$ cat config.mk
export PLATFORM = sky130hd
export DESIGN_NAME = ram_serial_loader
export DESIGN_NICKNAME = d
export VERILOG_FILES = /design/src/rtl/ram_serial_loader.sv
export SDC_FILE = /design/constraint.sdc
export NUM_CORES = 1
export LEC_CHECK = 0
export CAP_MARGIN = 15
export CORE_ASPECT_RATIO = 0.75
export CORE_MARGIN = 3
export CORE_UTILIZATION = 50
export DETAILED_ROUTE_END_ITERATION = 8
export PLACE_DENSITY_LB_ADDON = 0.15
export SYNTH_ARGS = -nofsm -noshare
export SYNTH_HDL_FRONTEND = slang
export SYNTH_SLANG_ARGS = --single-unit
$ cat constraint.sdc
create_clock -name clk -period 5 [get_ports clk]
set_clock_uncertainty 0.2 [all_clocks]
set_input_delay 1 -clock clk [delete_from_list [all_inputs] [get_ports clk]]
set_output_delay 1 -clock clk [all_outputs]
set_load 0.01 [all_outputs]
$ cat src/rtl/ram_serial_loader.sv
`default_nettype none
// +--------------------------------------------------------------------------+
// | ram_serial_loader: 8N1 UART receiver feeding sequential 16x8 RAM writes.  |
// | Revision: 1.0                                                            |
// +--------------------------------------------------------------------------+
module ram_serial_loader #(
  parameter int CLKS_PER_BIT = 16,
  parameter int ADDR_W       = 4,
  parameter int DATA_W       = 8
) (
  input  logic              clk,
  input  logic              rst,
  input  logic              rx_i,
  input  logic              start_i,
  output logic              prog_mode,
  output logic [ADDR_W-1:0] prog_addr,
  output logic [DATA_W-1:0] w_data,
  output logic              busy_o,
  output logic              done_o,
  output logic              frame_err_o
);

  localparam int c_CNT_W = $clog2(CLKS_PER_BIT);
  localparam int c_IDX_W = (DATA_W > 1) ? $clog2(DATA_W) : 1;

  localparam logic [c_CNT_W-1:0] c_HALF_LAST = c_CNT_W'(CLKS_PER_BIT/2 - 1);
  localparam logic [c_CNT_W-1:0] c_FULL_LAST = c_CNT_W'(CLKS_PER_BIT - 1);
  localparam logic [c_IDX_W-1:0] c_IDX_LAST  = c_IDX_W'(DATA_W - 1);
  localparam logic [ADDR_W-1:0]  c_LAST_ADDR = {ADDR_W{1'b1}};

  localparam logic [1:0] c_S_IDLE  = 2'd0;
  localparam logic [1:0] c_S_START = 2'd1;
  localparam logic [1:0] c_S_DATA  = 2'd2;
  localparam logic [1:0] c_S_STOP  = 2'd3;

  logic              r_rx_meta;
  logic              r_rx_sync;
  logic              r_rx_prev;
  logic [1:0]        r_state;
  logic [c_CNT_W-1:0] r_cnt;
  logic [c_IDX_W-1:0] r_idx;
  logic [DATA_W-1:0] r_shift;
  logic              r_rx_valid;
  logic              r_rx_ferr;
  logic [ADDR_W-1:0] r_addr;

  logic              w_accept;
  logic [ADDR_W-1:0] w_load_base;

  // Synchroniser presets high so reset never looks like a start bit.
  always_ff @(posedge clk or posedge rst) begin
    if (rst) begin
      r_rx_meta <= 1'b1;
      r_rx_sync <= 1'b1;
      r_rx_prev <= 1'b1;
    end else begin
      r_rx_meta <= rx_i;
      r_rx_sync <= r_rx_meta;
      r_rx_prev <= r_rx_sync;
    end
  end

  always_ff @(posedge clk or posedge rst) begin
    if (rst) begin
      r_state    <= c_S_IDLE;
      r_cnt      <= '0;
      r_idx      <= '0;
      r_shift    <= '0;
      r_rx_valid <= 1'b0;
      r_rx_ferr  <= 1'b0;
    end else begin
      r_rx_valid <= 1'b0;
      r_rx_ferr  <= 1'b0;
      case (r_state)
        c_S_IDLE: begin
          // Edge-triggered, so a held-low break cannot retrigger a frame.
          if (r_rx_prev && !r_rx_sync) begin
            r_state <= c_S_START;
            r_cnt   <= '0;
          end
        end
        c_S_START: begin
          if (r_cnt == c_HALF_LAST) begin
            r_cnt <= '0;
            r_idx <= '0;
            r_state <= r_rx_sync ? c_S_IDLE : c_S_DATA;
          end else begin
            r_cnt <= r_cnt + c_CNT_W'(1);
          end
        end
        c_S_DATA: begin
          if (r_cnt == c_FULL_LAST) begin
            r_cnt   <= '0;
            r_shift <= {r_rx_sync, r_shift[DATA_W-1:1]};
            if (r_idx == c_IDX_LAST) begin
              r_state <= c_S_STOP;
            end else begin
              r_idx <= r_idx + c_IDX_W'(1);
            end
          end else begin
            r_cnt <= r_cnt + c_CNT_W'(1);
          end
        end
        c_S_STOP: begin
          if (r_cnt == c_FULL_LAST) begin
            r_cnt      <= '0;
            r_rx_valid <= r_rx_sync;
            r_rx_ferr  <= !r_rx_sync;
            r_state    <= c_S_IDLE;
          end else begin
            r_cnt <= r_cnt + c_CNT_W'(1);
          end
        end
        default: r_state <= c_S_IDLE;
      endcase
    end
  end

  // A byte landing with start_i is taken as the first byte of the new load.
  assign w_accept    = r_rx_valid && (busy_o || start_i);
  assign w_load_base = start_i ? '0 : r_addr;

  always_ff @(posedge clk or posedge rst) begin
    if (rst) begin
      prog_mode   <= 1'b0;
      prog_addr   <= '0;
      w_data      <= '0;
      busy_o      <= 1'b0;
      done_o      <= 1'b0;
      frame_err_o <= 1'b0;
      r_addr      <= '0;
    end else begin
      prog_mode <= 1'b0;
      done_o    <= 1'b0;
      if (r_rx_ferr) begin
        frame_err_o <= 1'b1;
      end
      if (prog_mode && (prog_addr == c_LAST_ADDR) && !start_i) begin
        done_o <= 1'b1;
        busy_o <= 1'b0;
      end
      if (start_i) begin
        busy_o      <= 1'b1;
        r_addr      <= '0;
        frame_err_o <= 1'b0;
      end
      if (w_accept) begin
        prog_mode <= 1'b1;
        prog_addr <= w_load_base;
        w_data    <= r_shift;
        r_addr    <= w_load_base + ADDR_W'(1);
      end
    end
  end

endmodule
`default_nettype wire
==> flow_summary.yaml <==
outcome:
  run_status: "finished clean"
detailed_routing:
  drtIter0Drc: 101
  drc: 0
  drt-pass1-iter-count: 4
  detail-route-antenna-nets: 0
  viasPerCell: 5.35
  drt_wl_total_um: 3240
  vias: 1182
  wl_per_cell_um: 14.7
global_routing:
  grt.overflow.total: 0
  grt_max_degree: 43
  grt_usage_pct: 17.2
  grt_pass1_vias: 1184
  grt_first_pass_wirelength_um: 5530
  antenna_found_initial: 0
setup_path:
  cp_data_arrival_time_ns: 2.60
  critPathKind: "in -> reg"
  cp_max_fo: 15
  cp-end-kind: "flip-flop"
  worst_ep_required_time_ns: 4.97
  crit_path_start_kind: "input pin"
power:
  combPwrFrac_pct: 15.5
  swShare_pct: 30.0
  p_leak_nw: 1.03
  vdd.ir_drop.worst_mv: 0.207
  p_sw_w: 0.000248
  clock_power_share_pct: 31.4
  seqPwrFrac_pct: 53.1
  powerDensity_nw_per_um2: 391
  p_int_w: 0.000578
sta:
  maxSlewHeadroom_pct: 62.4
  finalMaxSlewViolations: 0
  hold_viol: 0
  setup_viol: 0
  setup_tns_ns: 0
  fin_crit_ns: 2.63
  rsz0062_at_grt: "no"
  worst_pin_slew_ns: 0.565
  max_freq_mhz: 380
  period_share_pct: 52.6
clock_network:
  cts_setup_buffers: 0
  htreeDepth: 2
  cts-root-buf: "clkbuf_8"
  cts_tree: "built"
  cts-buffers-inserted: 5
  path_clk_slew_ns: 0.08
  insertion_delay_ns: 0.29
  clock_sinks: 42
  clock_path_buffers: 2
  cts_resized: 0
  postCtsHoldBufs: 0
yosys:
  syn_area_um2: 1810
  synth_cells: 160
  ys_ff_latch: 42
  syn_nets: 168
  syn_area_per_cell_um2: 11.3
  async_reset_ff_share_pct: 100
  ys_warn_count: 0
  ys.flop_type: "dfrtp_1"
  yosysSeqAreaShare_pct: 58.4
  synth_cell_types: 36
  synth_edf_count: 0
floorplanning:
  ios: 20
  rows: 18
  dieArea_um2: 4380
  die_width_um: 75.4
  die_h_um: 58.0
  coreArea_um2: 3380
  start_util_pct: 53.4
final_layout:
  layout-drive-gt1-share_pct: 15.5
  final_util_pct: 62.4
  area_delta_synth_final_pct: 16.8
  antennaDiodeCount: 0
  nets: 188
place:
  place.gp.congestion: 0.810
  port_buffers: 19
  hpwl_um: 2230
flow_run:
  cap_violations: 0
hold_path:
  hold_path_class: "reg -> reg"
## sequential cells by signal (all words and copies together) (netlist names), 3 cells and up, named ones only
name,flops
prog_addr,4
r_addr,4
r_cnt,4
r_idx,3
r_shift,8
w_data,8
## cells in the final DEF (no fill, tap or decap), types with 4 or more instances in the layout
cell type,netlist,final
dfrtp_1,39,39
nand2_1,37,37
clkdlybuf4s50_1,0,19
nor2_1,10,10
mux2_2,9,9
o21ai_0,5,5
clkbuf_8,1,5
xnor2_1,4,4
inv_1,4,4
a31oi_1,4,4
ha_1,4,4
## worst max-delay path: stages
cell and delay [ns]:
clkdlybuf4s50_1 0.58, o21ai_4 0.45, inv_2 0.21, nand4_1 0.15, xor2_1 0.15, nor2_1 0.05
## synthesized netlist by cell type (all sizes together) (2+ instances only)
master	instances	share of area, %
dfrtp	39	54
nand2	37	7.7
nor2	12	3.5
mux2	9	5.6
o21ai	9	3.1
buf	6	2.1
inv	5	1.0
a31oi	4	1.4
ha	4	2.8
xnor2	4	1.9
and3	3	1.0
dfstp	3	4.4
nand4	3	1.9
nor3	3	0.83
a211oi	2	0.83
a22o	2	0.97
nand2b	2	0.69
nor2b	2	0.69
nor3b	2	0.83
## per-stage QoR
stage	instance area (µm²)	hold WS, ns	worst slack, ns	power, W	instances
finish	2110	0.163	2.37	0.000826	221
global route	2110	0.168	2.22	0.000876	221
CTS	2110	0.164	2.38	0.000835	221
detailed placement	2000	0.153	2.06	0.000571	213
global placement	2000	0.146	2.15	0.000563	213
floorplan	1810	0.145	2.83	0.000558	160
## logic make-up (layout without fill, tap and decap cells)
group	after synthesis	after routing	synth area share, %
compound gates	22	22	8.73
fa+ha+maj	4	4	2.77
xor+xnor	5	5	2.43
mux	9	9	5.61
flops	42	42	58.4
simple gates	66	66	18.1
buf+inv	12	33	3.95
## layer usage
| metal | vias to the layer above | wire (µm) | GRT usage [%] |
|---|---|---|---|
| met5 | - | 0 | 0 |
| met4 | 0 | 54 | 8.23 |
| met3 | 6 | 163 | 5.20 |
| met2 | 25 | 1460 | 25.3 |
| met1 | 574 | 1570 | 23.1 |
| li1 | 577 | - | - |
## power by group through the flow
| stage | sequential [W] | clock, W | combinational, W |
|---|---|---|---|
| final | 0.000438 | 0.000260 | 0.000128 |
| after global routing | 0.000444 | 0.000283 | 0.000148 |
| after CTS | 0.000436 | 0.000269 | 0.000129 |
| after detailed placement | 0.000443 | 0 | 0.000128 |
| after global placement | 0.000440 | 0 | 0.000123 |
| after floorplan | 0.000407 | 0 | 0.000152 |
## worst paths after layout
path | start | end | slack (ns) | depth (start not counted)
worst max register to register | r_cnt[0]$_DFFE_PP0P_ | r_shift[6]$_DFFE_PP0P_ | 3.25 | 4
worst min-delay path | r_rx_meta$_DFF_PP1_ | r_rx_sync$_DFF_PP1_ | 0.16 | 0
worst min register to register | r_rx_meta$_DFF_PP1_ | r_rx_sync$_DFF_PP1_ | 0.16 | 0
min in group asynchronous | rst | r_idx[1]$_DFFE_PP0P_ | 0.94 | 3
worst max-delay path | start_i | r_addr[3]$_DFF_PP0_ | 2.37 | 6
max in group asynchronous | rst | r_rx_meta$_DFF_PP1_ | 3.28 | 3
## cell type report
| class | count | area (µm²) |
|---|---|---|
| sequential | 42 | 1050 |
| timing repair buffer | 20 | 198 |
| clock inverter | 3 | 40.0 |
| fill | 266 | 1270 |
| tap | 40 | 50.0 |
| inverter | 5 | 18.8 |
| multi-input combinational | 106 | 679 |
| clock buffer | 5 | 68.8 |
(Power assumes the default switching activity.)
==> variant, RTL diff (same settings) <==
Add an input register stage for `rx_i` and `start_i`; this delays them by one clock.
--- a/src/rtl/ram_serial_loader.sv
+++ b/src/rtl/ram_serial_loader.sv
@@ -35,2 +35,10 @@
 
+  logic rx_q;
+  logic start_q;
+
+  always_ff @(posedge clk) begin
+    rx_q    <= rx_i;
+    start_q <= start_i;
+  end
+
   logic              r_rx_meta;
@@ -56,3 +64,3 @@
     end else begin
-      r_rx_meta <= rx_i;
+      r_rx_meta <= rx_q;
       r_rx_sync <= r_rx_meta;
@@ -119,4 +127,4 @@
   // A byte landing with start_i is taken as the first byte of the new load.
-  assign w_accept    = r_rx_valid && (busy_o || start_i);
-  assign w_load_base = start_i ? '0 : r_addr;
+  assign w_accept    = r_rx_valid && (busy_o || start_q);
+  assign w_load_base = start_q ? '0 : r_addr;
 
@@ -137,3 +145,3 @@
       end
-      if (prog_mode && (prog_addr == c_LAST_ADDR) && !start_i) begin
+      if (prog_mode && (prog_addr == c_LAST_ADDR) && !start_q) begin
         done_o <= 1'b1;
@@ -141,3 +149,3 @@
       end
-      if (start_i) begin
+      if (start_q) begin
         busy_o      <= 1'b1;
Behaviour: not the same (a bounded check fails within 4 cycles, from zero or initial values and one cycle with rst high).
==> variant against the original RTL <==
- combinational power fell by 11%
- routed wire length fell by 0.31%
- synthesized area rose by 1.9%
- worst setup slack improved by 0.20 ns
- sequential cell count rose by 2
- largest power group unchanged
- first-iteration DRC count fell by 58%
- final cell count rose by 5.4%
- register-to-register slack got worse by 0.31 ns
- die area rose by 1.8%
- via count rose by 4.1%
- power fell by 5.1%
- design area rose by 1.8%
- non-clock buffer count did not move
==> variant: results (changes against the original RTL) <==
Power and ir drop
  – Pleak: 1.012 nW (-1.9%)
  – Pint: 0.5540 mW (-4.1%)
  – Peak VDD IR: 0.1952 mV (-5.5%)

Synthesis
  – EDFF count, synth: 0 (unchanged)
  – Synth top area cells: dfrtp_1, nand2_1, mux2_2
  – Synth unique cells: 41 (+14%)
  – Synth Net Count: 171 (+1.8%)
  – Synth warn: 0 (unchanged)
  – Ys flop type: dfrtp_1
  – Ys async rst share: 95.45% (-4.5 points)
  – Post-synth top cells: dfrtp_1, nand2_1, o21ai_0
  – Sequential area share after synthesis: 59.48% (+1.1 points)

Global routing
  – M3 GR Usage: 5.046% (-0.15 points)
  – GRT Overall Usage: 16.59% (-0.59 points)
  – M2 GR Usage: 26.89% (+1.6 points)
  – Initial antenna violation count: 0 (unchanged)
  – Number of global-route vias before repair: 1260 (+6.4%)
  – Met1 usage: 20.14% (-2.9 points)
  – First-pass GRT wire length: 5671 microns (+2.5%)
  – Largest net degree at the start of global routing: 43 (unchanged)

Status
  – Status: finished clean

CTS
  – H-tree Lvls: 2 (unchanged)
  – Total CTS buffers: 5 (unchanged)
  – Bufs on Longest Clock Path: 2 (unchanged)
  – Clock transition at path regs: around 0.070 ns
  – Post_cts resized: 0 (unchanged)
  – Setup Fix Bufs, Post-CTS: 0 (unchanged)
  – CTS Root Cell: clkbuf_8
  – Clock Latency Late Sink: 0.29 ns (about the same)

Route
  – Detailed-router iteration count before antenna repair: 4 (unchanged)
  – Detailed router's first-iteration violation count: 42 (-58%)
  – Routed wire length: 3228 microns (-0.31%)
  – Vias: 1231 (+4.1%)

Critical path
  – Crit path from: busy_o
  – Crit-path leading delay family: buffers and inverters
  – CP max FO: 3 (-12)
  – Critical path data arrival time: 1.23 ns (-1.37 ns)
  – Worst path slowest cell: clkdlybuf4s50_1
  – Worst path max stage delay: 0.55 ns (-0.03 ns)

Layout
  – Regs by FF count: r_shift x8, w_data x8
  – Share of cells above drive strength 1: 13.66% (-1.8 points)
  – Nets: 190 (+1.1%)
  – Antenna diode count: 0 (unchanged)

Timing
  – Final TNS setup: 0 ns (unchanged)
  – Fin. max-slew vios: 0 (unchanged)
  – Relative slew slack: 54.17% (-8.2 points)

Worst hold path
  – Hold path startpoint: rx_q
  – HP Class: flip-flop to flip-flop

Placement
  – Dpl ws: 2.880 ns (+0.8180 ns)
  – IO buf count: 19 (unchanged)
  – Area of placed instances: 2058 sq um (+2.9%)
  – Detailed placement HPWL: 2186 microns (-2.1%)
  – Final GP Congestion: 0.7425 (-8.3%)
## variant: cells by family after synthesis
kind of cell,count (synthesis),share of synthesized area [%]
adder cells (fa/ha/maj),4,2.719
AO/OA/AOI/OAI,24,8.838
buffers and inverters,13,3.331
multiplexers,10,6.050
XOR/XNOR,4,1.904
flip-flops,44,59.48
AND/OR/NAND/NOR,64,17.68
## variant: power by group through the flow
stage	clock, mW	combinational (mW)	sequential, mW
after detailed placement	0	0.115	0.449
final	0.224	0.114	0.446
after global routing	0.246	0.130	0.453
after global placement	0	0.108	0.445
after CTS	0.231	0.115	0.443
after floorplan	0	0.134	0.411
## variant: worst paths after layout
kind	endpoint	slack, ns	depth (start not counted)
worst max-delay path	busy_o	2.57	1
worst min-delay path	r_rx_meta	0.10	0
worst max register to register	prog_addr[2]	2.94	3
worst min register to register	r_rx_meta	0.10	0
max in group asynchronous	r_rx_sync	3.29	3
min in group asynchronous	r_idx[1]	0.94	3
## variant: layout make-up
class	instances	area, sq um
fill	269	1252
sequential	44	1095
multi-input combinational	106	684.4
timing repair buffer	20	197.7
clock buffer	8	90.09
tap	50	62.56
inverter	5	18.77
## variant: metrics by stage
| stage | total power [mW] | util [%] | cells | hold WS, ns |
|---|---|---|---|---|
| after CTS | 0.7900 | 63.17 | 233 | 0.1042 |
| after detailed placement | 0.5636 | 60.52 | 225 | 0.09359 |
| final | 0.7841 | 63.17 | 233 | 0.1014 |
| after global placement | 0.5537 | 60.52 | 225 | 0.08962 |
| after global routing | 0.8289 | 63.17 | 233 | 0.1098 |
| after floorplan | 0.5442 | - | 163 | 0.08387 |
## variant: per-layer routing
layer | up-vias | routed length, microns | share of wire (%)
li1 | 591 | - | -
met1 | 610 | 1511 | 47
met2 | 22 | 1506 | 47
met3 | 8 | 132 | 4.1
met4 | 0 | 78 | 2.4
met5 | - | 0 | 0
